### src/rtl/r2rs_pkg.sv
// Shared types and helpers for the r2rs router-side blocks.
package r2rs_pkg;

    localparam int unsigned FLIT_W_DEF = 30;
    localparam int unsigned GNT_W      = 3;
    localparam int unsigned PORT_W     = 2;

    typedef logic [PORT_W-1:0] port_idx_t;

    typedef enum logic [1:0] {
        IDLE = 2'd0,
        REQ  = 2'd1,
        SEND = 2'd2,
        DROP = 2'd3
    } inj_state_t;

    // A grant is usable only when exactly one port bit is set.
    function automatic logic gnt_is_onehot(input logic [GNT_W-1:0] code);
        return (code == 3'b001) || (code == 3'b010) || (code == 3'b100);
    endfunction

    function automatic port_idx_t gnt_to_port(input logic [GNT_W-1:0] code);
        case (code)
            3'b010:  return 2'd1;
            3'b100:  return 2'd2;
            default: return 2'd0;
        endcase
    endfunction

endpackage

### src/rtl/r2rs_flit_fifo.sv
// Power-of-two flit FIFO; head entry is read straight from the storage registers.
module r2rs_flit_fifo #(
    parameter int unsigned DEPTH = 4,
    parameter int unsigned W     = 31
) (
    input  logic         clk,
    input  logic         rst_n,
    input  logic         push,
    input  logic [W-1:0] din,
    input  logic         pop,
    output logic [W-1:0] dout,
    output logic         full,
    output logic         empty
);

    localparam int unsigned AW = $clog2(DEPTH);
    localparam int unsigned CW = $clog2(DEPTH + 1);

    logic [W-1:0]  mem [DEPTH];
    logic [AW-1:0] wr_ptr;
    logic [AW-1:0] rd_ptr;
    logic [CW-1:0] count;
    logic          do_push;
    logic          do_pop;

    assign full    = (count == CW'(DEPTH));
    assign empty   = (count == '0);
    assign do_push = push && !full;
    assign do_pop  = pop && !empty;
    assign dout    = mem[rd_ptr];

    always_ff @(posedge clk) begin
        if (do_push) mem[wr_ptr] <= din;
    end

    // Pointers wrap naturally because DEPTH is a power of two.
    always_ff @(posedge clk or negedge rst_n) begin
        if (!rst_n) begin
            wr_ptr <= '0;
            rd_ptr <= '0;
            count  <= '0;
        end else begin
            if (do_push) wr_ptr <= wr_ptr + AW'(1);
            if (do_pop)  rd_ptr <= rd_ptr + AW'(1);
            case ({do_push, do_pop})
                2'b10:   count <= count + CW'(1);
                2'b01:   count <= count - CW'(1);
                default: count <= count;
            endcase
        end
    end

endmodule

### src/rtl/r2rs_port_injector.sv
// Source-side packet injector: route request, one-hot grant decode, credit-gated send or drop.
// Optional grant-wait timeout is built when R2RS_INJ_TIMEOUT_EN is defined.
module r2rs_port_injector
    import r2rs_pkg::*;
#(
    parameter int unsigned DEPTH   = 4,
    parameter int unsigned FLIT_W  = FLIT_W_DEF,
    parameter int unsigned CREDITS = 4,
    parameter int unsigned TIMEOUT = 15
) (
    input  logic              clk,
    input  logic              rst_n,
    input  logic              in_valid,
    output logic              in_ready,
    input  logic [FLIT_W-1:0] in_data,
    input  logic              in_last,
    output logic              req_valid,
    output logic [FLIT_W-1:0] req_hdr,
    input  logic              gnt_valid,
    input  logic [GNT_W-1:0]  gnt_code,
    output logic              out_valid,
    output logic [FLIT_W-1:0] out_data,
    output logic              out_last,
    output logic [PORT_W-1:0] out_port,
    input  logic              credit_ret,
    output logic              drop_pulse,
    output logic              busy
);

    localparam int unsigned CW = $clog2(CREDITS + 1);

    if (DEPTH < 2 || (DEPTH & (DEPTH - 1)) != 0 || CREDITS == 0 || TIMEOUT == 0) begin : g_bad_param
        $error("r2rs_port_injector: invalid parameter set");
    end

    inj_state_t      state;
    inj_state_t      state_nxt;
    logic [FLIT_W:0] head;
    logic            fifo_full;
    logic            fifo_empty;
    logic            pop;
    logic [CW-1:0]   credit_cnt;
    port_idx_t       port_q;
    logic            tmo_hit;

    r2rs_flit_fifo #(
        .DEPTH (DEPTH),
        .W     (FLIT_W + 1)
    ) u_fifo (
        .clk   (clk),
        .rst_n (rst_n),
        .push  (in_valid),
        .din   ({in_last, in_data}),
        .pop   (pop),
        .dout  (head),
        .full  (fifo_full),
        .empty (fifo_empty)
    );

    assign in_ready = !fifo_full;
    assign busy     = (state != IDLE);
    assign out_port = port_q;

`ifdef R2RS_INJ_TIMEOUT_EN
    localparam int unsigned TW = $clog2(TIMEOUT + 1);
    logic [TW-1:0] tmo_cnt;

    // Counts cycles spent in REQ; zero on the entry cycle.
    always_ff @(posedge clk or negedge rst_n) begin
        if (!rst_n) tmo_cnt <= '0;
        else        tmo_cnt <= (state == REQ) ? tmo_cnt + TW'(1) : '0;
    end

    assign tmo_hit = (state == REQ) && (tmo_cnt == TW'(TIMEOUT - 1));
`else
    assign tmo_hit = 1'b0;
`endif

    always_ff @(posedge clk or negedge rst_n) begin
        if (!rst_n) state <= IDLE;
        else        state <= state_nxt;
    end

    // A grant in the last wait cycle takes priority over the timeout.
    always_comb begin
        state_nxt = state;
        case (state)
            IDLE: if (!fifo_empty) state_nxt = REQ;
            REQ: begin
                if (gnt_valid)    state_nxt = gnt_is_onehot(gnt_code) ? SEND : DROP;
                else if (tmo_hit) state_nxt = DROP;
            end
            SEND:    if (out_valid && head[FLIT_W]) state_nxt = IDLE;
            DROP:    if (drop_pulse) state_nxt = IDLE;
            default: state_nxt = IDLE;
        endcase
    end

    always_comb begin
        req_valid  = 1'b0;
        req_hdr    = '0;
        out_valid  = 1'b0;
        out_data   = '0;
        out_last   = 1'b0;
        drop_pulse = 1'b0;
        pop        = 1'b0;
        case (state)
            REQ: begin
                req_valid = 1'b1;
                req_hdr   = head[FLIT_W-1:0];
            end
            SEND: begin
                if (!fifo_empty && credit_cnt != '0) begin
                    out_valid = 1'b1;
                    out_data  = head[FLIT_W-1:0];
                    out_last  = head[FLIT_W];
                    pop       = 1'b1;
                end
            end
            DROP: begin
                if (!fifo_empty) begin
                    pop        = 1'b1;
                    drop_pulse = head[FLIT_W];
                end
            end
            default: ;
        endcase
    end

    // Send and return in the same cycle cancel; returns beyond CREDITS are ignored.
    always_ff @(posedge clk or negedge rst_n) begin
        if (!rst_n) begin
            credit_cnt <= CW'(CREDITS);
        end else if (out_valid && !credit_ret) begin
            credit_cnt <= credit_cnt - CW'(1);
        end else if (!out_valid && credit_ret && credit_cnt != CW'(CREDITS)) begin
            credit_cnt <= credit_cnt + CW'(1);
        end
    end

    always_ff @(posedge clk or negedge rst_n) begin
        if (!rst_n) begin
            port_q <= '0;
        end else if (state == REQ && gnt_valid && gnt_is_onehot(gnt_code)) begin
            port_q <= gnt_to_port(gnt_code);
        end
    end

endmodule

### config.mk
export PLATFORM = sky130hd
export DESIGN_NAME = r2rs_port_injector
export DESIGN_NICKNAME = d
export VERILOG_FILES = /design/src/rtl/r2rs_pkg.sv /design/src/rtl/r2rs_flit_fifo.sv /design/src/rtl/r2rs_port_injector.sv
export SDC_FILE = /design/constraint.sdc
export NUM_CORES = 1
export LEC_CHECK = 0
export BUFFER_PORTS_ARGS = -buffer_cell sky130_fd_sc_hd__clkbuf_2
export CAP_MARGIN = 10
export CORE_AREA = 2 2 132 96
export CTS_CLUSTER_SIZE = 16
export DETAILED_ROUTE_END_ITERATION = 8
export DIE_AREA = 0 0 134 98
export HOLD_SLACK_MARGIN = 0.1
export PLACE_DENSITY = 0.75
export SYNTH_ARGS = -nofsm -noshare
export SYNTH_HDL_FRONTEND = slang
export SYNTH_SLANG_ARGS = --single-unit
### constraint.sdc
create_clock -name clk -period 1.9 [get_ports clk]
set_input_delay 0.19 -clock clk [delete_from_list [all_inputs] [get_ports clk]]
set_output_delay 0.19 -clock clk [all_outputs]
set_load 0.005 [all_outputs]
---- Word level (Yosys, flattened, before mapping) ----
Memory sizes are Yosys's and may differ from the RTL's.
Index checks and enable logic that the tools add are counted.
word-level totals
  bits in registers ....................... 14
  memories ................................ 1
  bits of input ports ..................... 39
  bits in writable memories ............... 124
memory list
  memory      words  bits a word  read ports  clocked after Yosys merged registers in  wr ports  RTL line              text
  u_fifo.mem  4      31           1           0                                        1         r2rs_flit_fifo.sv:19  logic [W-1:0] mem [DEPTH];
cells by class
  equal/unequal tests ..................... 14
  $add $sub $neg .......................... 6
  reductions and logical operators ........ 22
  multiplexer cells ....................... 24
operators by type and width
  cell                 number
  $mux 30              3
  $mux 1               11
  $logic_and 1x1->1    9
  $mux 2               4
  $ne 2x2->1 const B   4
  $pmux 2 s4           1
  $add 3x1->3 const B  2
  $eq 2x2->1 const B   3
  $eq 3x3->1 const B   2
  $mux 3               2
  $pmux 3 s2           1
  $reduce_bool 2->1    3
  $sub 3x1->3 const B  2
  $add 2x1->2 const B  2
  $eq 2x1->1 const B   2
  $logic_not 1->1      4
  $pmux 2 s2           1
  $reduce_and 4->1     1
  $eq 3x1->1 const B   1
  $eq 3x2->1 const B   1
  $logic_not 3->1      1
  $ne 3x3->1 const B   1
  $reduce_bool 3->1    1
  $logic_not 2->1      1
  2 further kinds      3

---- Depth between registers and ports, before layout ----
Gate-level depths: netlist of the first run.
  depth in word-level cells ............... 10
  depth in mapped cells ................... 10

---- By module ----
A second synthesis of the first run with hierarchy kept.
second synthesis, totals
  cell total of the unflattened synthesis .. 332
  area, all modules ....................... 5928.2 µm²
by module, submodules not included
  module              cells each  times used  area an instance (µm²)
  r2rs_flit_fifo      199         1           4941.0
  r2rs_port_injector  133         1           987.2

---- Worst setup path after synthesis of the first run ----
Ideal clock, no wire load.
  path kind ............................... reg2reg
  from .................................... reg credit_cnt[2]
  to ...................................... reg credit_cnt[2]
  clock period less this slack ............ 2060 ps
  data arrival time ....................... 1985 ps
  stages on the path, launching flop included .. 9
  setup slack ............................. -160 ps
  library setup time ...................... 75 ps
  path through ............................ dfstp_2 or3_4 and4b_4 buf_6 nand2b_1 fa_1 nor2b_1 mux2_4 mux2i_1
between the ends
  longest elaborated chain between the ends .. 8
  elaborated cells between the ends (all ways) .. 14
RTL lines
  item                             RTL line                   text
  start, declared                  r2rs_port_injector.sv:42   logic [CW-1:0] credit_cnt;
  start signal, assigned           r2rs_port_injector.sv:133  credit_cnt <= CW'(CREDITS);
  start signal, assigned           r2rs_port_injector.sv:135  credit_cnt <= credit_cnt - CW'(1);
  start signal, assigned           r2rs_port_injector.sv:137  credit_cnt <= credit_cnt + CW'(1);
  $reduce_bool 3->1                r2rs_port_injector.sv:113  if (!fifo_empty && credit_cnt != '0) begin
  $logic_and 1x1->1                r2rs_port_injector.sv:113
  $mux 1                           r2rs_port_injector.sv:113
  $mux 1                           r2rs_port_injector.sv:107  case (state)
  $logic_not 1->1                  r2rs_port_injector.sv:136  end else if (!out_valid && credit_ret && credit_cnt != CW'(CREDITS)) begin
  $logic_and 1x1->1 (2 in series)  r2rs_port_injector.sv:136
  $reduce_bool 2->1 (no line)      --
Parallel ways exist; a longest one is shown, timed or not. The select of a mux whose other input is x is not followed.
A chain may end at the register's enable or synchronous reset.

---- Final worst setup path of the first run ----
  from .................................... reg credit_cnt[2]
  to ...................................... out out_data[22]
between the ends
  longest elaborated chain between the ends .. 4
RTL lines
  item               RTL line                   text
  $reduce_bool 3->1  r2rs_port_injector.sv:113
  $logic_and 1x1->1  r2rs_port_injector.sv:113
  $mux 30            r2rs_port_injector.sv:113
  $mux 30            r2rs_port_injector.sv:107
  end, declared      r2rs_port_injector.sv:22   output logic [FLIT_W-1:0] out_data,
No other way between the ends.

==> results of run 1 <==
==> worst paths after layout <==
check	startpoint	endpoint	slack, ns
max	credit_cnt[2]$_DFFE_PN1P_	out_data[22]	-0.22
min	gnt_code[1]	out_port[0]$_DFFE_PN0P_	0.16
max reg2reg	credit_cnt[2]$_DFFE_PN1P_	credit_cnt[2]$_DFFE_PN1P_	-0.18
min reg2reg	out_port[1]$_DFFE_PN0P_	out_port[1]$_DFFE_PN0P_	0.51
max in group asynchronous	rst_n	credit_cnt[2]$_DFFE_PN1P_	1.34
min in group asynchronous	rst_n	u_fifo.rd_ptr[1]$_DFFE_PN0P_	0.24
==> cell type report <==
class	count	area (sq um)	share of cell area (%)
Timing Repair Buffer	188	1499	18.39
Tap cell	162	202.7	2.486
Clock inverter	15	172.7	2.118
Clock buffer	17	425.4	5.218
Multi-Input combinational cell	159	1743	21.38
Inverter	9	33.78	0.4144
Sequential cell	138	4076	50.00
==> state kept, by name, indices dropped and copies added, names as in the netlist <==
signal,flops
out_port,2
u_fifo.rd_ptr,2
u_fifo.wr_ptr,2
u_fifo.count,3
credit_cnt,3
state,2
u_fifo.mem,124
==> logic make-up (layout without fill, tap and decap cells) <==
family,after synthesis,count (layout),synth area share (%)
AOI/OAI and AO/OA,19,19,2.199
xor gates and xnor gates,8,8,1.207
adders and majority gates,7,7,1.768
buffers and inverters,25,229,2.069
DFF,138,138,70.21
muxes,37,37,13.17
and+or+nand+nor,88,88,9.377
==> Yosys cell counts (3+ instances only) <==
cell type,instances
and2_1,62
buf_1,3
o21ai_0,6
dfrtp_1,13
nor2_1,3
clkbuf_1,6
inv_1,9
ha_1,5
xor2_1,5
nand2_1,5
nor2b_1,3
mux2i_1,4
a21oi_1,4
mux4_2,31
buf_2,3
edfxtp_1,124
and3_1,4
xnor2_1,3
==> power by group through the flow <==
stage                     clock, uW  sequential (uW)  combinational (uW)
after floorplan                   0             4300                2650
after global placement            0             4300                4200
after detailed placement          0             4350                4300
after CTS                      3360             4290                4610
after global routing           3520             4340                6180
final                          3320             4290                5770
==> what timing repair did <==
action | in CTS | in global routing
pin swaps | 9 | 45
endpoints found under the setup margin | 67 | 68
hold buffers | 35 | 1
buffers inserted | 6 | 8
cloned | 0 | 9
resized for setup | 15 | 43
endpoints found under the hold margin | 140 | 1
==> layer usage <==
layer	track usage, %	wire length (um)	vias to the layer above
met5	0	0	-
met4	7.038	195	0
met3	5.400	1189	21
met2	30.22	6564	146
met1	23.97	5655	1805
li1	-	-	1622
==> critical path, stage by stage (launching register included) <==
cell and delay, ns:
dfstp_2 0.53, or3_4 0.13, and4b_4 0.38, buf_6 0.22, and2_4 0.15, clkbuf_2 0.10
==> through the flow <==
stage / cell area [sq um] / util (%)
final: 8153 / 68.20
after global routing: 8153 / 68.20
after CTS: 7751 / 64.84
after detailed placement: 6710 / 56.13
after global placement: 6710 / 56.13
after floorplan: 5824 / -
==> layout by cell type (no fill, tap or decap), types with 2 or more instances in the layout <==
master	Yosys	routed
nor2_1	3	3
mux4_2	31	31
nor2b_4	0	2
mux2i_1	4	4
inv_1	9	8
clkinv_2	0	4
and3_2	0	4
clkinvlp_4	0	2
nand3_1	2	2
and2_4	0	36
a21oi_1	4	4
a21o_1	2	2
clkbuf_16	0	23
o21ai_0	6	6
nor3_1	2	2
xnor2_1	3	3
clkinv_4	0	2
bufinv_16	0	3
nand2_1	5	4
dlygate4sd3_1	0	35
edfxtp_1	124	124
and2_1	62	26
buf_12	0	9
clkbuf_2	0	105
xor2_1	5	5
or3_4	2	2
dfrtp_1	13	12
buf_4	2	23
buf_8	0	2
inv_6	0	3
fa_2	0	2
buf_6	2	8
ha_1	5	4
==> results.sh, run 1 <==
export IMPL_initial_core_util_pct=48.56
export IMPL_hold_viol_final=0
export IMPL_viasPerCell=5.224
export IMPL_tns_ns=-11.08
export IMPL_max_freq_ghz=0.4710
export IMPL_nets=559
export IMPL_dp_hpwl_um=7251
export IMPL_cts_buffer_depth=2
export IMPL_yosysWarnings=0
export IMPL_num_rows=34
export IMPL_setup_ws_ns=-0.2231
export IMPL_drive_gt1_share_pct=52.28
export IMPL_grt_pass1_vias=3495
export IMPL_drc=0
export IMPL_synth_edf_count=124
export IMPL_cp_start_kind="register"
export IMPL_required_ns=1.71
export IMPL_dieWidth_um=134
export IMPL_setup_viol=67
export IMPL_min_period_over_period_pct=111.7
export IMPL_async_reset_ff_share_pct=10.14
export IMPL_gr_total_overflow=0
export IMPL_swShare_pct=30.47
export IMPL_worstSetupPathType="reg2out"
export IMPL_cts_sinks=138
export IMPL_status="finished, violations left"
export IMPL_timing_slew_headroom_pct=74.10
export IMPL_power_density_nw_per_um2=1642
export IMPL_reg2reg_depth=7
export IMPL_clk_pin_slew_ns=0.06
export IMPL_maxSlewViolCount=0
export IMPL_num_antenna_cells=0
export IMPL_core_area_sq_um=11950
export IMPL_whs_ns=0.1577
export IMPL_routabilityCongestion=0.7332
export IMPL_cp_end_kind="primary output"
export IMPL_antenna_left=0
export IMPL_tightestPinTransition_ns=0.3886
export IMPL_syn_num_nets=368
export IMPL_synth_cells=322
export IMPL_numCtsBuffers=17
export IMPL_pwr_share_comb_pct=43.1
export IMPL_ios=107
export IMPL_p_sw_uw=4079
export IMPL_instances_no_fill=688
export IMPL_wirelength_um=13610
export IMPL_yosysTopAreaCellShare_pct=64.15
export IMPL_grt_util_all_layers_pct=18.58
export IMPL_rsz0062_at_grt="true"
export IMPL_dieHeight_um=98
export IMPL_port_buffers=106
export IMPL_nFillCells=774
export IMPL_dr_total_vias=3594
export IMPL_htreeDepth=4
export IMPL_cts_root_buf="clkbuf_16"
export IMPL_drtIter0Drc=252
export IMPL_syn_area_sq_um=5804
export IMPL_clockPowerShare_pct=24.8
export IMPL_grt_max_degree=39
export IMPL_antenna_found_initial=3
export IMPL_grt_pass1_wl_um=18060
export IMPL_period_needed_ns=2.123
export IMPL_leakagePower_uw=0.003242
export IMPL_synthTopCellsByArea="edfxtp_1 (64%), mux4_2 (12%), and2_1 (6.7%), dfrtp_1 (5.6%), ha_1 (1.1%)"
export IMPL_yosys_cell_types_count=39
export IMPL_worstHoldPathType="in2reg"
export IMPL_firstDrtPassIters=4
export IMPL_vdd_ir_drop_max_mv=0.8563
export IMPL_violations="setup timing"
export IMPL_synth_flop_cell="edfxtp_1"
export IMPL_finalPower_uw=13380
export IMPL_crit_fanout=9
export IMPL_synth_seq_cells=138
export IMPL_power_frac_seq_pct=32.1
export IMPL_tritoncts="built"
export IMPL_clkLatencyLatePin_ns=0.42
export IMPL_critPathArrivalTime_ns=1.93
export IMPL_avgSynthCellArea_sq_um=18.03
export IMPL_seq_area_frac_synth_pct=70.21
export IMPL_die_area_sq_um=13130
export IMPL_whs_path_depth=4
export IMPL_synth_top_area_cell="edfxtp_1"
export IMPL_wl_per_cell_um=19.77
export IMPL_place_worst_setup_slack_ns=-0.09316
export IMPL_maxCapViolations=0
export IMPL_p_int_uw=9305
export IMPL_finClkSkew_ns=0.009273
export IMPL_area_delta_synth_final_pct=40.46
export IMPL_placedCellCount=598
No activity file was read; power rests on OpenSTA's default activity.
==> run 2, diff against run 1 <==
- CORE_AREA: 2 2 132 96 -> 2 2 134 97
- DIE_AREA: 0 0 134 98 -> 0 0 136 99
- PLACE_DENSITY: 0.75 -> 0.74
- SYNTH_HIERARCHICAL: unset -> 1
==> results.sh, run 2 <==
export IMPL_crit_fanout=2
export IMPL_synth_most_common_cell="edfxtp_1"
export IMPL_worstHoldPathType="in2async"
export IMPL_gr_total_overflow=0
export IMPL_reg2reg_to="credit_cnt[2]$_DFFE_PN1P_"
export IMPL_antenna_left=0
export IMPL_cp_start_kind="register"
export IMPL_wirelength_um=14010
export IMPL_drtIter0Drc=245
export IMPL_cts_root_buf="clkbuf_16"
export IMPL_seq_area_frac_synth_pct=68.74
export IMPL_clkLatencyLatePin_ns=0.41
export IMPL_synthTopCellsByCount="edfxtp_1 (124), and2_1 (34), and3_1 (32)"
export IMPL_critPathLaunch="u_fifo/count[2]$_DFFE_PN0P_"
export IMPL_antenna_found_initial=0
export IMPL_cp_depth=7
export IMPL_rsz0062_at_grt="true"
export IMPL_nets=576
export IMPL_dieHeight_um=99
export IMPL_grt_pass1_wl_um=20330
export IMPL_initial_core_util_pct=48.72
export IMPL_ios=107
export IMPL_layout_common_cells="edfxtp_1 (124), clkbuf_2 (94), dlygate4sd3_1 (36)"
export IMPL_clk_pin_slew_ns=0.06
export IMPL_pwr_share_comb_pct=44.2
export IMPL_cts_buffer_depth=2
export IMPL_cts_sinks=138
export IMPL_status="finished, violations left"
export IMPL_hold_viol_final=0
export IMPL_synth_seq_cells=138
export IMPL_dieWidth_um=136
export IMPL_required_ns=2.22
export IMPL_dr_total_vias=3751
export IMPL_drive_gt1_share_pct=55.80
export IMPL_slowest_delay_ns=0.39
export IMPL_mostFrequentLayoutCell="edfxtp_1"
export IMPL_p_int_uw=9411
export IMPL_path_cells="nor3_4, or3b_4, or3_4, fa_2, nor2b_1, and3_1, nor4_2"
export IMPL_yosysWarnings=6
export IMPL_vdd_ir_drop_max_mv=1.344
export IMPL_avgSynthCellArea_sq_um=17.86
export IMPL_worstSetupPathType="reg2reg"
export IMPL_synth_top_area_cell="edfxtp_1"
export IMPL_leakagePower_uw=0.003334
export IMPL_p_sw_uw=4241
export IMPL_largest_register_ffs=124
export IMPL_reg2reg_depth=7
export IMPL_viasPerCell=5.321
export IMPL_synth_cells=332
export IMPL_syn_num_nets=378
export IMPL_cpMaxStageDelayCell="dfrtp_1"
export IMPL_endpoint="credit_cnt[2]$_DFFE_PN1P_"
export IMPL_synth_flop_cell="edfxtp_1"
export IMPL_wl_per_cell_um=19.87
export IMPL_cp_top_family="simple AND/OR/NAND/NOR gates"
export IMPL_tightestPinTransition_ns=0.3877
export IMPL_firstDrtPassIters=4
export IMPL_swShare_pct=31.06
export IMPL_die_area_sq_um=13460
export IMPL_yosys_cell_types_count=48
export IMPL_maxSlewViolCount=0
export IMPL_setup_ws_ns=-0.2816
export IMPL_core_area_sq_um=12170
export IMPL_critPathArrivalTime_ns=2.50
export IMPL_r2r_slack_ns=-0.28
export IMPL_power_frac_seq_pct=31.9
export IMPL_maxCapViolations=0
export IMPL_syn_area_sq_um=5928
export IMPL_grt_pass1_vias=3824
export IMPL_synth_edf_count=124
export IMPL_min_period_over_period_pct=114.8
export IMPL_clockPowerShare_pct=23.9
export IMPL_reg_top3="u_fifo/mem: 124 flops, credit_cnt: 3 flops, u_fifo/count: 3 flops"
export IMPL_reg2reg_from="u_fifo/count[2]$_DFFE_PN0P_"
export IMPL_setup_viol=107
export IMPL_num_antenna_cells=0
export IMPL_cp_end_kind="register"
export IMPL_routabilityCongestion=0.7469
export IMPL_grt_util_all_layers_pct=20.75
export IMPL_num_rows=34
export IMPL_numCtsBuffers=17
export IMPL_async_reset_ff_share_pct=10.14
export IMPL_regMostFlops="u_fifo/mem"
export IMPL_yosysTopAreaCellShare_pct=62.81
export IMPL_finClkSkew_ns=0.007765
export IMPL_area_delta_synth_final_pct=43.73
export IMPL_drc=0
export IMPL_violations="setup timing"
export IMPL_tns_ns=-11.09
export IMPL_grt_max_degree=35
export IMPL_place_worst_setup_slack_ns=-0.3370
export IMPL_period_needed_ns=2.182
export IMPL_dp_hpwl_um=7828
export IMPL_finish_utilization_pct=70.03
export IMPL_tritoncts="built"
export IMPL_max_freq_ghz=0.4584
export IMPL_power_density_nw_per_um2=1602
export IMPL_synthTopCellsByArea="edfxtp_1 (63%), mux4_2 (11%), dfrtp_1 (5.5%), and2_1 (3.6%), and3_1 (3.4%)"
export IMPL_htreeDepth=4
export IMPL_port_buffers=106
export IMPL_timing_slew_headroom_pct=74.15
export IMPL_worst_path_buf_inv=0
-- run 2: cell types whose count changed after synthesis, moves of 4 or more --
cell,previous run,this run
and2_1,62,34
nand2_1,5,1
o21ai_0,6,2
clkbuf_1,6,11
and3_1,4,32
-- run 2: layer usage --
layer / track usage [%] / share of wire, % / vias up / wire length, um
met5: 0 / 0 / - / 0
met4: 6.330 / 0.99 / 0 / 138
met3: 5.247 / 4.3 / 11 / 604
met2: 33.32 / 50 / 117 / 7030
met1: 28.25 / 45 / 1915 / 6233
li1: - / - / 1708 / -
-- run 2: final cells by class --
class | count | area, sq um
Sequential cell | 138 | 4079
Fill cell | 804 | 3646
Multi-Input combinational cell | 163 | 1912
Timing Repair Buffer | 199 | 1694
Clock buffer | 17 | 425.4
Tap cell | 162 | 202.7
Clock inverter | 15 | 166.4
Inverter | 11 | 41.29
-- run 2: worst min path at each step --
stage,to,slack [ns],cells after the start
4_1_cts,credit_cnt[1]$_DFFE_PN0P_,0.23,2
3_3_place_gp,credit_cnt[1]$_DFFE_PN0P_,0.11,1
5_1_grt,state[1]$_DFFE_PN0P_,0.27,2
3_5_place_dp,out_port[1]$_DFFE_PN0P_,0.12,1
2_1_floorplan,credit_cnt[0]$_DFFE_PN0P_,-0.11,0
6_report,out_port[1]$_DFFE_PN0P_,0.24,2
-- run 2: metrics by stage --
stage	std cells	hold slack, ns	total power [uW]	area, sq um
final	705	0.2393	13650	8521
after CTS	696	0.2254	12970	8098
after detailed placement	613	0.1221	9022	6913
after global routing	705	0.2709	14350	8521
after floorplan	332	-0.1056	7173	5958
after global placement	613	0.1135	8860	6913
-- run 2: logic make-up after synthesis --
logic type / after synthesis / synth area share, %
AND/OR/NAND/NOR: 95 / 10.19
multiplexers: 33 / 12.33
adder cells (fa/ha/maj): 7 / 1.731
XOR/XNOR: 7 / 1.034
flip-flops: 138 / 68.74
buffers and inverters: 31 / 3.229
AO/OA/AOI/OAI: 21 / 2.744
-- run 2: power by group through the flow --
stage               registers (uW)  clock network [uW]  logic [uW]
floorplan                     4340                   0        2830
global placement              4350                   0        4510
detailed placement            4400                   0        4620
CTS                           4350                3300        5320
global route                  4400                3440        6510
finish                        4360                3260        6030
-- run 2: repair_timing --
| item | in CTS | in global routing |
|---|---|---|
| setup buffers | 12 | 9 |
| gates cloned | 3 | 6 |
| pin swaps | 6 | 16 |
| hold buffers | 37 | 0 |
| hold endpoints to repair | 141 | 0 |
| setup endpoints to repair | 67 | 116 |
| resized for setup | 28 | 82 |
